## config.mk

```make
export PLATFORM = sky130hd
export DESIGN_NAME = cnt_selector
export DESIGN_NICKNAME = d
export VERILOG_FILES = /design/src/rtl/cnt_selector_pkg.sv /design/src/rtl/cnt_selector_sw_debounce.sv /design/src/rtl/cnt_selector.sv
export SDC_FILE = /design/constraint.sdc
export NUM_CORES = 1
export LEC_CHECK = 0
export ABC_AREA = 1
export BUFFER_PORTS_ARGS = -buffer_cell sky130_fd_sc_hd__buf_4
export CORE_MARGIN = 1
export CORE_UTILIZATION = 25
export DETAILED_ROUTE_END_ITERATION = 10
export GPL_ROUTABILITY_DRIVEN = 0
export GPL_TIMING_DRIVEN = 0
export PLACE_DENSITY = 0.5
export RECOVER_POWER = 50
export SETUP_SLACK_MARGIN = 0.1
export SYNTH_ARGS = -nofsm -noshare
export SYNTH_HDL_FRONTEND = slang
export SYNTH_SLANG_ARGS = --single-unit
```

## constraint.sdc

```tcl
create_clock -name CLK -period 2.3 [get_ports CLK]
set_input_delay 0.115 -clock CLK [delete_from_list [all_inputs] [get_ports CLK]]
set_output_delay 0.115 -clock CLK [all_outputs]
set_load 0.05 [all_outputs]
```

## src/rtl/cnt_selector_pkg.sv

```systemverilog
// Shared constants for the count selector and its switch debouncer.
package cnt_selector_pkg;

  localparam int unsigned CNT_WIDTH_DEFAULT       = 4;
  localparam int unsigned DEBOUNCE_CYCLES_DEFAULT = 4;

  // One spare bit keeps the terminal count representable for any cycle count.
  function automatic int unsigned dbnc_cnt_width(input int unsigned cycles);
    return $clog2(cycles) + 1;
  endfunction

endpackage

```

## src/rtl/cnt_selector_sw_debounce.sv

```systemverilog
// Two-flop synchronizer plus debounce counter for the board slide switch;
// produces the debounced selection and a one-cycle change pulse.
module sw_debounce
  import cnt_selector_pkg::*;
#(
  parameter int unsigned DEBOUNCE_CYCLES = DEBOUNCE_CYCLES_DEFAULT
) (
  input  logic CLK,
  input  logic RSTN,
  input  logic SW,
  output logic SEL,
  output logic CHG
);

  localparam int unsigned    CW       = dbnc_cnt_width(DEBOUNCE_CYCLES);
  localparam logic [CW-1:0]  CNT_LAST = CW'(DEBOUNCE_CYCLES - 1);

  logic          s1_q, s1_d;
  logic          s2_q, s2_d;
  logic          sel_q, sel_d;
  logic          chg_q, chg_d;
  logic [CW-1:0] dbnc_q, dbnc_d;

  always_comb begin
    // NOTE: every signal gets a default before any branch, so no path
    // leaves one unassigned and no latch is inferred.
    s1_d   = SW;
    s2_d   = s1_q;
    sel_d  = sel_q;
    chg_d  = 1'b0;
    dbnc_d = '0;
    if (s2_q != sel_q) begin
      if (dbnc_q == CNT_LAST) begin
        sel_d = s2_q;
        chg_d = 1'b1;
      end else begin
        dbnc_d = dbnc_q + 1'b1;
      end
    end
  end

  // NOTE: non-blocking assignments make every flop sample pre-edge values,
  // which is what gives the synchronizer its two distinct stages.
  always_ff @(posedge CLK or negedge RSTN) begin
    if (!RSTN) begin
      s1_q   <= 1'b0;
      s2_q   <= 1'b0;
      sel_q  <= 1'b0;
      chg_q  <= 1'b0;
      dbnc_q <= '0;
    end else begin
      s1_q   <= s1_d;
      s2_q   <= s2_d;
      sel_q  <= sel_d;
      chg_q  <= chg_d;
      dbnc_q <= dbnc_d;
    end
  end

  assign SEL = sel_q;
  assign CHG = chg_q;

endmodule

```

## src/rtl/cnt_selector.sv

```systemverilog
// Registered two-way count mux steered by a synchronized, debounced switch.
module cnt_selector
  import cnt_selector_pkg::*;
#(
  parameter int unsigned WIDTH           = CNT_WIDTH_DEFAULT,
  parameter int unsigned DEBOUNCE_CYCLES = DEBOUNCE_CYCLES_DEFAULT
) (
  input  logic             CLK,
  input  logic             RSTN,
  input  logic             SW,
  input  logic [WIDTH-1:0] CNT1,
  input  logic [WIDTH-1:0] CNT2,
  output logic [WIDTH-1:0] CNT,
  output logic             SEL,
  output logic             CHG
);

  logic             sel;
  logic [WIDTH-1:0] cnt_q, cnt_d;

  sw_debounce #(
    .DEBOUNCE_CYCLES(DEBOUNCE_CYCLES)
  ) u_sw_debounce (
    .CLK (CLK),
    .RSTN(RSTN),
    .SW  (SW),
    .SEL (sel),
    .CHG (CHG)
  );

  // Steered by the registered selection, so CNT always holds one whole source.
  always_comb begin
    cnt_d = sel ? CNT2 : CNT1;
  end

  always_ff @(posedge CLK or negedge RSTN) begin
    if (!RSTN) begin
      cnt_q <= '0;
    end else begin
      cnt_q <= cnt_d;
    end
  end

  assign CNT = cnt_q;
  assign SEL = sel;

endmodule

```

## After elaboration in Yosys (flattened, before gate mapping)

Index checks and enable logic that the tools add are counted.

- Register bits: 11
- Bits in latches: 0
- RAM bits: 0
- Memory bits (read-only): 0
- Input port bits: 11
- Output and inout bits: 6
- Word-level logic and storage cells: 15
- Memories kept: 0

- Add/sub/neg operators: 1
- $mul: 0
- Divide/modulo/power cells: 0
- $lt $le $gt $ge: 0
- Equal/unequal tests: 2
- Shift operators: 0
- Muxes and demuxes: 5
- Bitwise logic cells: 0
- Reduce and logical (&&, ||, !) cells: 1

Operator list:

| operator | number |
|---|---|
| $mux 3 | 2 |
| $mux 4 | 1 |
| $add 3x1->3 const B | 1 |
| $eq 3x2->1 const B | 1 |
| $mux 1 | 2 |
| $reduce_and 2->1 | 1 |
| $ne 1x1->1 | 1 |

## Depth between registers and ports, before layout

Gate-level depths: netlist of run 1.

- Depth after elaboration: 3
- Depth in mapped cells: 4
- Depth with buffers taken out: 4

## By module

Synthesis of run 1 repeated with hierarchy kept, for this count alone.

- Cell total of the unflattened synthesis: 44
- Area, all modules: 416.6 um^2

Modules (own cells, without submodules):

| module | times used | cells each | area each (um^2) | sequential area each (um^2) |
|---|---|---|---|---|
| sw_debounce | 1 | 27 | 267.8 | 175.2 |
| cnt_selector | 1 | 17 | 148.9 | 100.1 |

## Least setup slack after synthesis of run 1

Ideal clock, no wire load.

- Path type: reg2reg
- Start point: reg u_sw_debounce.sel_q (netlist: u_sw_debounce.SEL)
- End point: reg u_sw_debounce.chg_q (netlist: u_sw_debounce.CHG)
- Setup time: 0.072 ns
- Arrival: 1.051 ns
- Data required time: 2.228 ns
- Setup slack: 1.178 ns
- Stages on the path, launching flop included: 5
- Path buffers: 0
- Clock period less this slack: 1.122 ns
- Cell sequence: dfrtp_1 > inv_2 > nand2_2 > nand2_2 > nor2_1

- Longest elaborated chain between the ends: 2

Ends and longest elaborated chain:

| item | RTL line | text |
|---|---|---|
| start: declaration | cnt_selector_sw_debounce.sv:20 | `logic sel_q, sel_d;` |
| start signal: assignment | cnt_selector_sw_debounce.sv:54 | `sel_q <= sel_d;` |
| $ne 1x1->1 | cnt_selector_sw_debounce.sv:32 | `if (s2_q != sel_q) begin` |
| $mux 1 | cnt_selector_sw_debounce.sv:32 |  |
| named net u_sw_debounce.chg_d | cnt_selector_sw_debounce.sv:21 | `logic chg_q, chg_d;` |
| end signal: assignment | cnt_selector_sw_debounce.sv:55 | `chg_q <= chg_d;` |
| end: declaration | cnt_selector_sw_debounce.sv:21 |  |

The timed path passes the listed nets, and every way through them passes these cells.
A chain may end at the register's enable or synchronous reset.

## Worst setup path after layout of run 1

- Start point: reg u_sw_debounce.sel_q (netlist: u_sw_debounce.SEL)
- End point: out SEL

RTL lines:

| item | RTL line | text |
|---|---|---|
| end: declaration | cnt_selector.sv:14 | `output logic SEL,` |

No word-level cell between the ends.

==> key figures, run 1 <==
Floorplanning
  • Core ar.: around 0.0015 mm2
  • Die ar.: approximately 0.0018 mm2
  • Initial Util: 26.93%
  • Chip Width: ~43 um
  • Die height: 42.52 um
  • IO Pins: 17
  • FP Rows: 14

Run status
  • Status: complete, no violations

Layout
  • Layout area overhead: 44.51%
  • Nets: 78
  • Reg area: 275.3 um2
  • Share of layout cells above drive strength 1: 30.77%
  • Antenna Diode Count: 0
  • Footprint of the multi-input gates: roughly 120 um2
  • Fill cell count: 165

Clock network
  • Clock slew at reported path FFs: approximately 0.070 ns
  • Sink Count: 11
  • Post_cts resized: 0
  • Worst-Skew Late Latency: around 0.27 ns
  • Maximum buffer depth of the clock tree: 2
  • Num CTS Buffers: 3
  • H-tree lvl count: 1
  • CTS Root Cell: clkbuf_4
  • TritonCTS clock tree: built

Yosys
  • Synthesized flop and latch total: 11
  • Gate count of the mapped netlist: between 40 and 50
  • Synth cell types: 8
  • Synth warnings: 0
  • Synthesized area per cell: between 9 and 10 um2
  • Synthesized net count: 55
  • Synthesized area: ~400 um2
  • Seq/Total Area, Yosys: about two thirds

Min path
  • Hold Crit Class: in -> reg

STA
  • Final period util: between 40% and 50%
  • Setup Viol. Count Final: 0
  • Fmax: 898.2 MHz
  • Max Slew Vio Count: 0
  • Worst Tran Pin Value: between 0.6 and 0.7 ns
  • Final setup skew: between 0.002 and 0.0025 ns
  • RSZ-0062 raised after global routing: no
  • Min Hold Slack: 0.03521 ns
  • Setup TNS: 0 ns
  • Final min period: ~1.1 ns
  • Final Hold Viols: 0
  • Relative slew slack: between 50% and 60%

Place
  • Post-DP HPWL: ~500 um
  • IO Port Bufs: 16

Detailed routing
  • Pre-antenna DRT Iters: 2
  • Iter 0 DRT Violations: 5
  • Antenna-violating nets left: 0
  • DRC viols: 0
  • Average wire per standard cell: 9.198 um
  • Vias: between 300 and 400
  • Routed WL: between 700 and 800 um
  • Avg Vias per Cell: just under 4

Power and ir drop
  • Leakage Power: 0.3256 nW
  • Worst vdd ir: approximately 510 uV
  • PD cells: 1192 mW/mm2

Setup path
  • CP bufs+invs: 1
  • CP startpoint kind: flip-flop
  • CP peak stage delay: between 0.4 and 0.5 ns
  • Crit path max fanout: 8
  • Arrival @ worst endpoint: 1.00 ns
  • Category of the critical setup timing path: reg -> out
  • Cell at the slowest stage of the critical path: dfrtp_1
  • Crit end category: output port
  • Largest delay share family, worst path: flip-flops
  • CP Cell Sequence: buf_4
  • Critical Path RT: between 2 and 2.5 ns

Global route
  • Vias in the first global route: roughly 320
  • GR Overflow Total: 0
  • Initial antenna violation count: 0
  • Tot GR Track Use: 10.38%
  • Largest net degree at the start of global routing: 12
  • Global-route wire length before repair: roughly 1300 um

Run
  • Max Cap Viol: 0
-- kinds of logic (layout without fill, tap and decap cells) --
logic type,count (synthesis),in the layout,synth area share (%)
AND/OR/NAND/NOR,26,26,25.30
adder cells (fa/ha/maj),1,1,3.048
buffers and inverters,5,27,4.571
flip-flops,11,11,67.07
-- final cells by class --
cell class                 count  share of cell area, %
sequential                    11                  46.41
clock buffer                   4                  4.430
timing repair buffer          18                  23.00
multi-input combinational     27                  19.62
tap                           16                  3.376
inverter                       5                  3.165
-- stage by stage --
step / util (%) / worst slack (ns) / cell area [um2] / total power, mW / instances
6_report: 38.92 / 1.187 / 593.1 / 0.7069 / 81
5_1_grt: 38.92 / 1.141 / 593.1 / 0.7619 / 81
4_1_cts: 39.16 / 1.150 / 596.8 / 0.7227 / 81
3_5_place_dp: 36.12 / 1.335 / 550.5 / 0.5837 / 75
3_3_place_gp: 36.12 / 1.340 / 550.5 / 0.5809 / 75
2_1_floorplan: - / 1.178 / 410.4 / 0.4876 / 43
-- timing repair --
| item | CTS | global route |
|---|---|---|
| endpoints found under the hold margin | 12 | 0 |
| hold buffers | 2 | 0 |
| setup endpoints to repair | 0 | 0 |
| setup buffers | 0 | 0 |
-- per-layer routing --
layer  wire length, um  share of wire [%]  up-vias  GRT usage, %
met5                 0                  0        -             0
met4                 0                  0        0         3.750
met3                71                9.5        0         8.190
met2               334                 45       12         16.00
met1               340                 46      139         10.54
li1                  -                  -      170             -
-- worst register-to-register path, stage by stage (launching register included) --
cell,delay (ns)
dfrtp_1,0.48
inv_1,0.16
nand2_2,0.10
nand2_2,0.07
nor2_1,0.11
-- cell usage in the layout, fill, tap and decap left out --
| cell type | Yosys | final |
|---|---|---|
| dfrtp_1 | 11 | 11 |
| dlygate4sd3_1 | 0 | 2 |
| ha_1 | 1 | 1 |
| nand2_2 | 2 | 2 |
| nand2_1 | 19 | 19 |
| clkbuf_1 | 0 | 2 |
| clkbuf_4 | 0 | 4 |
| buf_4 | 0 | 14 |
| nand3_1 | 1 | 1 |
| inv_1 | 4 | 5 |
| nor2_1 | 4 | 4 |
-- where the power goes --
part,switching [mW],internal [mW]
logic,0.207,0.0944
clock network,0.0641,0.0671
registers,0.0302,0.244
total,0.301,0.406
-- synthesized netlist by cell type --
cell      n  area [um2]
dfrtp_1  11       275.3
ha_1      1       12.51
inv_1     4       15.01
inv_2     1       3.750
nand2_1  19       71.32
nand2_2   2       12.51
nand3_1   1       5.000
nor2_1    4       15.01
-- path summary, 6_finish.rpt --
check	start	endpoint	slack, ns	cells after the start
hold / removal	CNT1[1]	CNT[1]	0.04	3
setup / recovery	u_sw_debounce.SEL	SEL	1.19	1
setup reg to reg	u_sw_debounce.SEL	u_sw_debounce.dbnc_q[2]	1.31	4
hold reg to reg	u_sw_debounce.s1_q	u_sw_debounce.s2_q	0.36	0
min in group asynchronous	RSTN	u_sw_debounce.dbnc_q[0]	0.36	2
max in group asynchronous	RSTN	u_sw_debounce.dbnc_q[1]	1.55	2
-- sequential cells by signal, indices dropped and copies added (netlist names) --
name	flops
CNT	4
u_sw_debounce.CHG	1
u_sw_debounce.SEL	1
u_sw_debounce.dbnc_q	3
u_sw_debounce.s1_q	1
u_sw_debounce.s2_q	1
Power figures use the tool's default switching activity.
==> inputs of run 2 (changes only) <==
--- a/config.mk
+++ b/config.mk
@@ -12,7 +12,7 @@
 export DETAILED_ROUTE_END_ITERATION = 10
 export GPL_ROUTABILITY_DRIVEN = 0
 export GPL_TIMING_DRIVEN = 0
-export PLACE_DENSITY = 0.5
+export PLACE_DENSITY = 0.52
 export RECOVER_POWER = 50
 export SETUP_SLACK_MARGIN = 0.1
 export SYNTH_ARGS = -nofsm -noshare
==> constraint.sdc (replaced) <==
create_clock -name CLK -period 1 [get_ports CLK]
set_input_delay 0.05 -clock CLK [delete_from_list [all_inputs] [get_ports CLK]]
set_output_delay 0.05 -clock CLK [all_outputs]
set_load 0.05 [all_outputs]
==> run 2 against run 1 <==
Clock skew up 0.00088 ns. Total power rose to 2.6 times the previous value. Hold slack better by 0.26 ns. Flip-flop and latch count unchanged. Critical path depth unchanged. Sequential share of layout area down 8.8 points. Critical path type unchanged. Largest power group unchanged. Highest routed layer is now met4.
==> key figures, run 2 (synthesis gave the netlist of run 1 again) <==
STA
  • Max Slew Vio Count: 0 (unchanged)
  • Final worst setup slack: 0.07901 ns (-1.108 ns)
  • Worst Tran Pin Value: 0.5915 ns (-0.008714 ns)
  • Final min period: 0.9210 ns
  • Final period util: between 90 and 100%
  • RSZ-0062 raised after global routing: yes
  • Final setup skew: 0.002939 ns (+0.0008821 ns)
  • Setup TNS: 0 ns (unchanged)
  • Fmax: between 1000 and 1500 MHz
  • Final Hold Viols: 0 (unchanged)
  • Setup Viol. Count Final: 0 (unchanged)
  • Relative slew slack: 60.57% (+0.58 points)

Layout
  • Layout area overhead: 79.27%
  • Nets: 89 (+14%)
  • Antenna Diode Count: 0 (unchanged)
  • Commonest non-fill, non-tap cells in the layout: nand2_1, buf_4, dfrtp_1, dlygate4sd3_1
  • Share of layout cells above drive strength 1: 39.47% (+8.7 points)
  • Core Util, Final: 48.28% (+9.4 points)
  • Commonest non-fill, non-tap cell in the layout: nand2_1
  • Fill cell count: 141 (-15%)
  • Largest register FFs: 4 (unchanged)

Clock network
  • TritonCTS clock tree: built
  • CTS Root Cell: clkbuf_4
  • Num CTS Buffers: 3 (unchanged)
  • Sink Count: 11 (unchanged)
  • H-tree lvl count: 1 (unchanged)
  • Worst-Skew Late Latency: 0.27 ns (about the same)
  • Clock slew at reported path FFs: 0.06 ns (about the same)
  • Maximum buffer depth of the clock tree: 2 (unchanged)

Power and ir drop
  • PD cells: 2494 mW/mm2 (+110%)
  • Total power: 1.835 mW (+160%)
  • Leakage Power: 0.3764 nW (+16%)
  • Worst vdd ir: 1102 uV (+120%)

Global route
  • Largest net degree at the start of global routing: 12 (unchanged)
  • Initial antenna violation count: 0 (unchanged)
  • Vias in the first global route: 373 (+15%)
  • GR Overflow Total: 0 (unchanged)
  • Tot GR Track Use: 11.86% (+1.5 points)
  • Global-route wire length before repair: 1504 um (+13%)

Setup path
  • Largest delay share family, worst path: flip-flops
  • CP bufs+invs: 1 (unchanged)
  • Crit path max fanout: 4 (-4)
  • Crit end category: output port
  • Critical Path RT: 0.95 ns (-1.23 ns)
  • CP startpoint kind: flip-flop
  • CP peak stage delay: 0.44 ns (-0.04 ns)
  • Cell at the slowest stage of the critical path: dfrtp_2
  • CP Cell Sequence: buf_6
  • Category of the critical setup timing path: reg -> out
  • Arrival @ worst endpoint: 0.87 ns (-0.13 ns)
  • Setup crit start: u_sw_debounce.SEL
  • RR Startpoint: u_sw_debounce.SEL

Detailed routing
  • DRC viols: 0 (unchanged)
  • Iter 0 DRT Violations: 1 (-4)
  • Average wire per standard cell: 9.717 um (+5.7%)
  • Routed WL: 894 um (+20%)
  • Avg Vias per Cell: 4.152 (+4.8%)
  • Vias: 382 (+19%)
  • Antenna-violating nets left: 0 (unchanged)
  • Pre-antenna DRT Iters: 2 (unchanged)

Place
  • Post-DP HPWL: 491.4 um (-2.6%)
  • IO Port Bufs: 16 (unchanged)
  • Pre-CTS setup slack: 0.04537 ns (-1.290 ns)

Run status
  • Status: complete, no violations

Floorplanning
  • IO Pins: 17 (unchanged)
  • Chip Width: 42.52 um (unchanged)
  • FP Rows: 14 (unchanged)
  • Die ar.: 0.001808 mm2 (unchanged)
  • Initial Util: 26.93% (unchanged)
  • Die height: 42.52 um (unchanged)
  • Core ar.: 0.001524 mm2 (unchanged)

Run
  • Max Cap Viol: 0 (unchanged)

Min path
  • Hold Crit Class: in -> async
==> run 2: changes by cell type in the layout (fill, tap and decap cells not counted), moves of 2 or more <==
cell	change
nor2_1	-2
dlygate4sd3_1	+8
nand2_1	-2
nor2_2	+2
buf_6	+3
==> run 2: final cells by class <==
cell class	instances	area [um2]	area share [%]
timing repair buffer	29	250.2	34.01
multi-input combinational	27	143.9	19.56
inverter	5	18.77	2.551
tap	16	20.02	2.721
sequential	11	276.5	37.58
clock buffer	4	26.28	3.571
==> run 2: final timing paths <==
path | to | slack [ns] | depth (start not counted)
setup / recovery | SEL | 0.08 | 1
hold / removal | CNT[0] | 0.30 | 2
setup reg to reg | CNT[0] | 0.11 | 4
hold reg to reg | u_sw_debounce.s2_q | 0.35 | 0
max in group asynchronous | u_sw_debounce.SEL | 0.29 | 2
min in group CLK | u_sw_debounce.s2_q | 0.35 | 0
==> run 2: where the power goes <==
part	switching, mW	total [mW]	internal (mW)
clock network	0.138	0.292	0.154
registers	0.0796	0.646	0.567
logic	0.534	0.896	0.362
==> run 2: layer usage <==
metal | track usage, % | wire length, um
met3 | 6.466 | 56
met1 | 11.48 | 356
met4 | 7.500 | 23
met5 | 0 | 0
met2 | 19.38 | 457
==> run 2: repair_timing <==
item	4_1_cts	5_1_grt
gates cloned	0	0
gates resized for setup	3	7
hold buffers	10	0
endpoints found under the setup margin	5	7
buffers inserted	2	1
pin swaps	0	2
hold endpoints to repair	16	0
==> run 2: metrics by stage <==
| stage | hold WS (ns) | std cells | cell area [um2] |
|---|---|---|---|
| floorplan | -0.2456 | 43 | 411.6 |
| global placement | -0.1064 | 75 | 551.8 |
| detailed placement | -0.1088 | 75 | 551.8 |
| CTS | 0.1441 | 91 | 701.9 |
| global route | 0.3525 | 92 | 735.7 |
| finish | 0.2968 | 92 | 735.7 |
==> inputs of run 3 (changes only) <==
--- a/config.mk
+++ b/config.mk
@@ -5,16 +5,17 @@
 export SDC_FILE = /design/constraint.sdc
 export NUM_CORES = 1
 export LEC_CHECK = 0
-export ABC_AREA = 1
+export ABC_AREA = 0
 export BUFFER_PORTS_ARGS = -buffer_cell sky130_fd_sc_hd__buf_4
 export CORE_MARGIN = 1
 export CORE_UTILIZATION = 25
 export DETAILED_ROUTE_END_ITERATION = 10
 export GPL_ROUTABILITY_DRIVEN = 0
 export GPL_TIMING_DRIVEN = 0
-export PLACE_DENSITY = 0.52
+export PLACE_DENSITY = 0.58
 export RECOVER_POWER = 50
 export SETUP_SLACK_MARGIN = 0.1
+export SLEW_MARGIN = 25
 export SYNTH_ARGS = -nofsm -noshare
 export SYNTH_HDL_FRONTEND = slang
 export SYNTH_SLANG_ARGS = --single-unit
==> run 3 against run 2 <==
The run now ends with setup timing left. Critical endpoint is now u_sw_debounce.SEL. Cell count down 26%. Clock skew fell by 0.0021 ns. Maximum frequency fell by 13%.
==> key figures, run 3 <==
Run status
  • Status: finished with violations
  • Violated checks: setup timing

Floorplanning
  • Die height: 42.64 um (+0.29%)
  • Initial Util: 27.09% (+0.16 points)
  • Core ar.: 0.001524 mm2 (unchanged)
  • FP Rows: 14 (unchanged)
  • IO Pins: 17 (unchanged)
  • Die ar.: 0.001818 mm2 (+0.59%)
  • Chip Width: 42.64 um (+0.29%)

Setup path
  • CP Cell Sequence: ha_4 > nand2b_4 > mux2_4
  • Largest delay share family, worst path: flip-flops
  • Critical Path RT: 1.15 ns (+0.20 ns)
  • Crit end category: flip-flop
  • CP startpoint kind: flip-flop
  • CP peak stage delay: 0.41 ns (-0.03 ns)
  • CP bufs+invs: 0 (-1)
  • Cell at the slowest stage of the critical path: dfrtp_1
  • Crit path max fanout: 2 (-2)
  • Arrival @ worst endpoint: 1.21 ns (+0.34 ns)
  • Category of the critical setup timing path: reg -> reg

STA
  • Setup TNS: -0.1122 ns (-0.1122 ns)
  • Final Hold Viols: 0 (unchanged)
  • Final worst setup slack: -0.05816 ns (-0.1372 ns)
  • Relative slew slack: 60.02% (-0.54 points)
  • Final period util: 105.8% (+14 points)
  • Max Slew Vio Count: 0 (unchanged)
  • Fmax: 945.0 MHz (-13%)
  • Worst Tran Pin Value: 0.5996 ns (+0.008137 ns)
  • RSZ-0062 raised after global routing: yes
  • Final min period: 1.058 ns (+0.1372 ns)
  • Final setup skew: 0.0007938 ns (-0.002145 ns)
  • Setup Viol. Count Final: 3 (+3)

Clock network
  • TritonCTS clock tree: built
  • Sink Count: 11 (unchanged)
  • H-tree lvl count: 1 (unchanged)
  • Clock slew at reported path FFs: 0.07 ns (about the same)
  • Worst-Skew Late Latency: 0.27 ns (about the same)
  • Maximum buffer depth of the clock tree: 2 (unchanged)
  • CTS Root Cell: clkbuf_4
  • Num CTS Buffers: 3 (unchanged)

Yosys
  • Share of the synthesized area in the top cell type: 66.67% (-0.41 points)
  • Seq/Total Area, Yosys: 66.67% (-0.41 points)
  • Synthesized net count: 36 (-35%)
  • Most frequent cells after synthesis: dfrtp_1, mux2_2, nor3b_1
  • Gate count of the mapped netlist: 24 (-44%)
  • Ranking of synthesized cells by area: dfrtp_1, mux2_2, xnor2_2
  • Synthesized flop and latch total: 11 (unchanged)
  • Predominant post-synthesis flop cell: dfrtp_1
  • Synth warnings: 0 (unchanged)
  • Cell taking the most area after synthesis: dfrtp_1
  • Synth cell types: 9 (+1)
  • Synthesized area: 412.9 um2 (+0.61%)
  • Most frequent cell after synthesis: dfrtp_1
  • Async SR Flop Fraction: 100.0% (unchanged)
  • Synthesized area per cell: 17.20 um2 (+80%)
  • Number of synthesized flops with an enable pin: 0 (unchanged)

Global route
  • Vias in the first global route: 308 (-17%)
  • Tot GR Track Use: 11.15% (-0.71 points)
  • Initial antenna violation count: 0 (unchanged)
  • Global-route wire length before repair: 1373 um (-8.7%)
  • GR Overflow Total: 0 (unchanged)
  • GRT met1 Usage: 11.38% (-0.093 points)
  • GR peak layer: met2
  • Met3 Use GR: 6.466% (unchanged)
  • Largest net degree at the start of global routing: 12 (unchanged)
  • GR Util met2: 16.97% (-2.4 points)

Layout
  • Share of layout cells above drive strength 1: 61.54% (+22 points)
  • Largest register FFs: 4 (unchanged)
  • Layout area overhead: 75.15%
  • Fill cell count: 141 (unchanged)
  • Nets: 65 (-27%)
  • Commonest non-fill, non-tap cell in the layout: buf_4
  • Core Util, Final: 47.45% (-0.82 points)
  • Antenna Diode Count: 0 (unchanged)
  • Final Non-Filler Cells: 68 (-26%)
  • Commonest non-fill, non-tap cells in the layout: buf_4, dfrtp_1, buf_6, mux2_4, dlygate4sd3_1

Min path
  • Hold Crit Class: in -> reg

Power and ir drop
  • Total power: 1.923 mW (+4.8%)
  • PD cells: 2660 mW/mm2 (+6.6%)
  • Leakage Power: 0.3472 nW (-7.7%)
  • Worst vdd ir: 1238 uV (+12%)

Detailed routing
  • DRC viols: 0 (unchanged)
  • Avg Vias per Cell: 4.412 (+6.3%)
  • Average wire per standard cell: 12.57 um (+29%)
  • Iter 0 DRT Violations: 1 (unchanged)
  • Pre-antenna DRT Iters: 2 (unchanged)
  • Vias: 300 (-21%)
  • Antenna-violating nets left: 0 (unchanged)
  • Routed WL: 855 um (-4.4%)

Place
  • Post-DP HPWL: 567.8 um (+16%)
  • Post-placement cell count: 56 (-25%)
  • IO Port Bufs: 16 (unchanged)

Run
  • Max Cap Viol: 0 (unchanged)
run 3: cell count changes in the layout (fill, tap and decap cells not counted), moves of 2 or more:
cell	previous run	this run
inv_1	4	0
mux2_4	0	5
nor2_2	2	0
nand2_2	3	0
nand2_1	17	0
buf_6	3	6
dlygate4sd3_1	10	5
buf_4	14	12
run 3: logic make-up after synthesis:
group         Yosys count  synth area share (%)
flops                  11                 66.67
simple gates            5                 9.998
xor+xnor                1                 3.940
mux                     5                 13.64
fa+ha+maj               1                 3.030
buf+inv                 1                 2.727
run 3: timing repair:
| item | in CTS | in global routing |
|---|---|---|
| resized for setup | 7 | 7 |
| hold buffers | 2 | 3 |
| gates cloned | 0 | 0 |
| endpoints found under the hold margin | 12 | 2 |
| pin swaps | 1 | 1 |
| endpoints found under the setup margin | 9 | 15 |
| setup buffers | 2 | 1 |
run 3: path summary, 6_finish.rpt:
path / start / slack, ns / cells after the start / endpoint
worst min register to register: u_sw_debounce.s1_q / 0.35 / 0 / u_sw_debounce.s2_q
worst max-delay path: u_sw_debounce.dbnc_q[0] / -0.06 / 3 / u_sw_debounce.SEL
worst max register to register: u_sw_debounce.dbnc_q[0] / -0.06 / 3 / u_sw_debounce.SEL
min in group asynchronous: RSTN / 0.29 / 2 / u_sw_debounce.CHG
worst min-delay path: CNT1[0] / 0.01 / 2 / CNT[0]
max in group asynchronous: RSTN / 0.28 / 2 / u_sw_debounce.SEL
run 3: layout make-up:
| type | instances | area (um2) | area share [%] |
|---|---|---|---|
| Sequential cell | 11 | 276.5 | 38.24 |
| Multi-Input combinational cell | 12 | 173.9 | 24.05 |
| Timing Repair Buffer | 24 | 211.5 | 29.24 |
| Buffer | 1 | 15.01 | 2.076 |
| Clock buffer | 4 | 26.28 | 3.633 |
| Tap cell | 16 | 20.02 | 2.768 |
run 3: power breakdown:
part | switching, mW | internal, mW | total [mW] | leakage [nW]
registers | 0.0731 | 0.556 | 0.629 | 0.134
clock network | 0.147 | 0.155 | 0.302 | 0.0150
logic | 0.478 | 0.515 | 0.992 | 0.198
total | 0.698 | 1.23 | 1.92 | 0.347
run 3: routing by layer:
| metal | up-vias | share of wire [%] |
|---|---|---|
| met1 | 146 | 33 |
| met2 | 13 | 58 |
| li1 | 136 | - |
| met4 | 0 | 2.3 |
| met3 | 5 | 5.8 |
| met5 | - | 0 |
run 3: metrics by stage:
stage	hold WS [ns]	area (um2)	worst slack (ns)
2_1_floorplan	-0.2456	427.9	-0.1271
3_3_place_gp	-0.1144	568.0	-0.08095
3_5_place_dp	-0.1064	568.0	-0.1040
4_1_cts	0.001298	663.1	-0.07123
5_1_grt	0.002094	723.2	-0.09612
6_report	0.01058	723.2	-0.05816
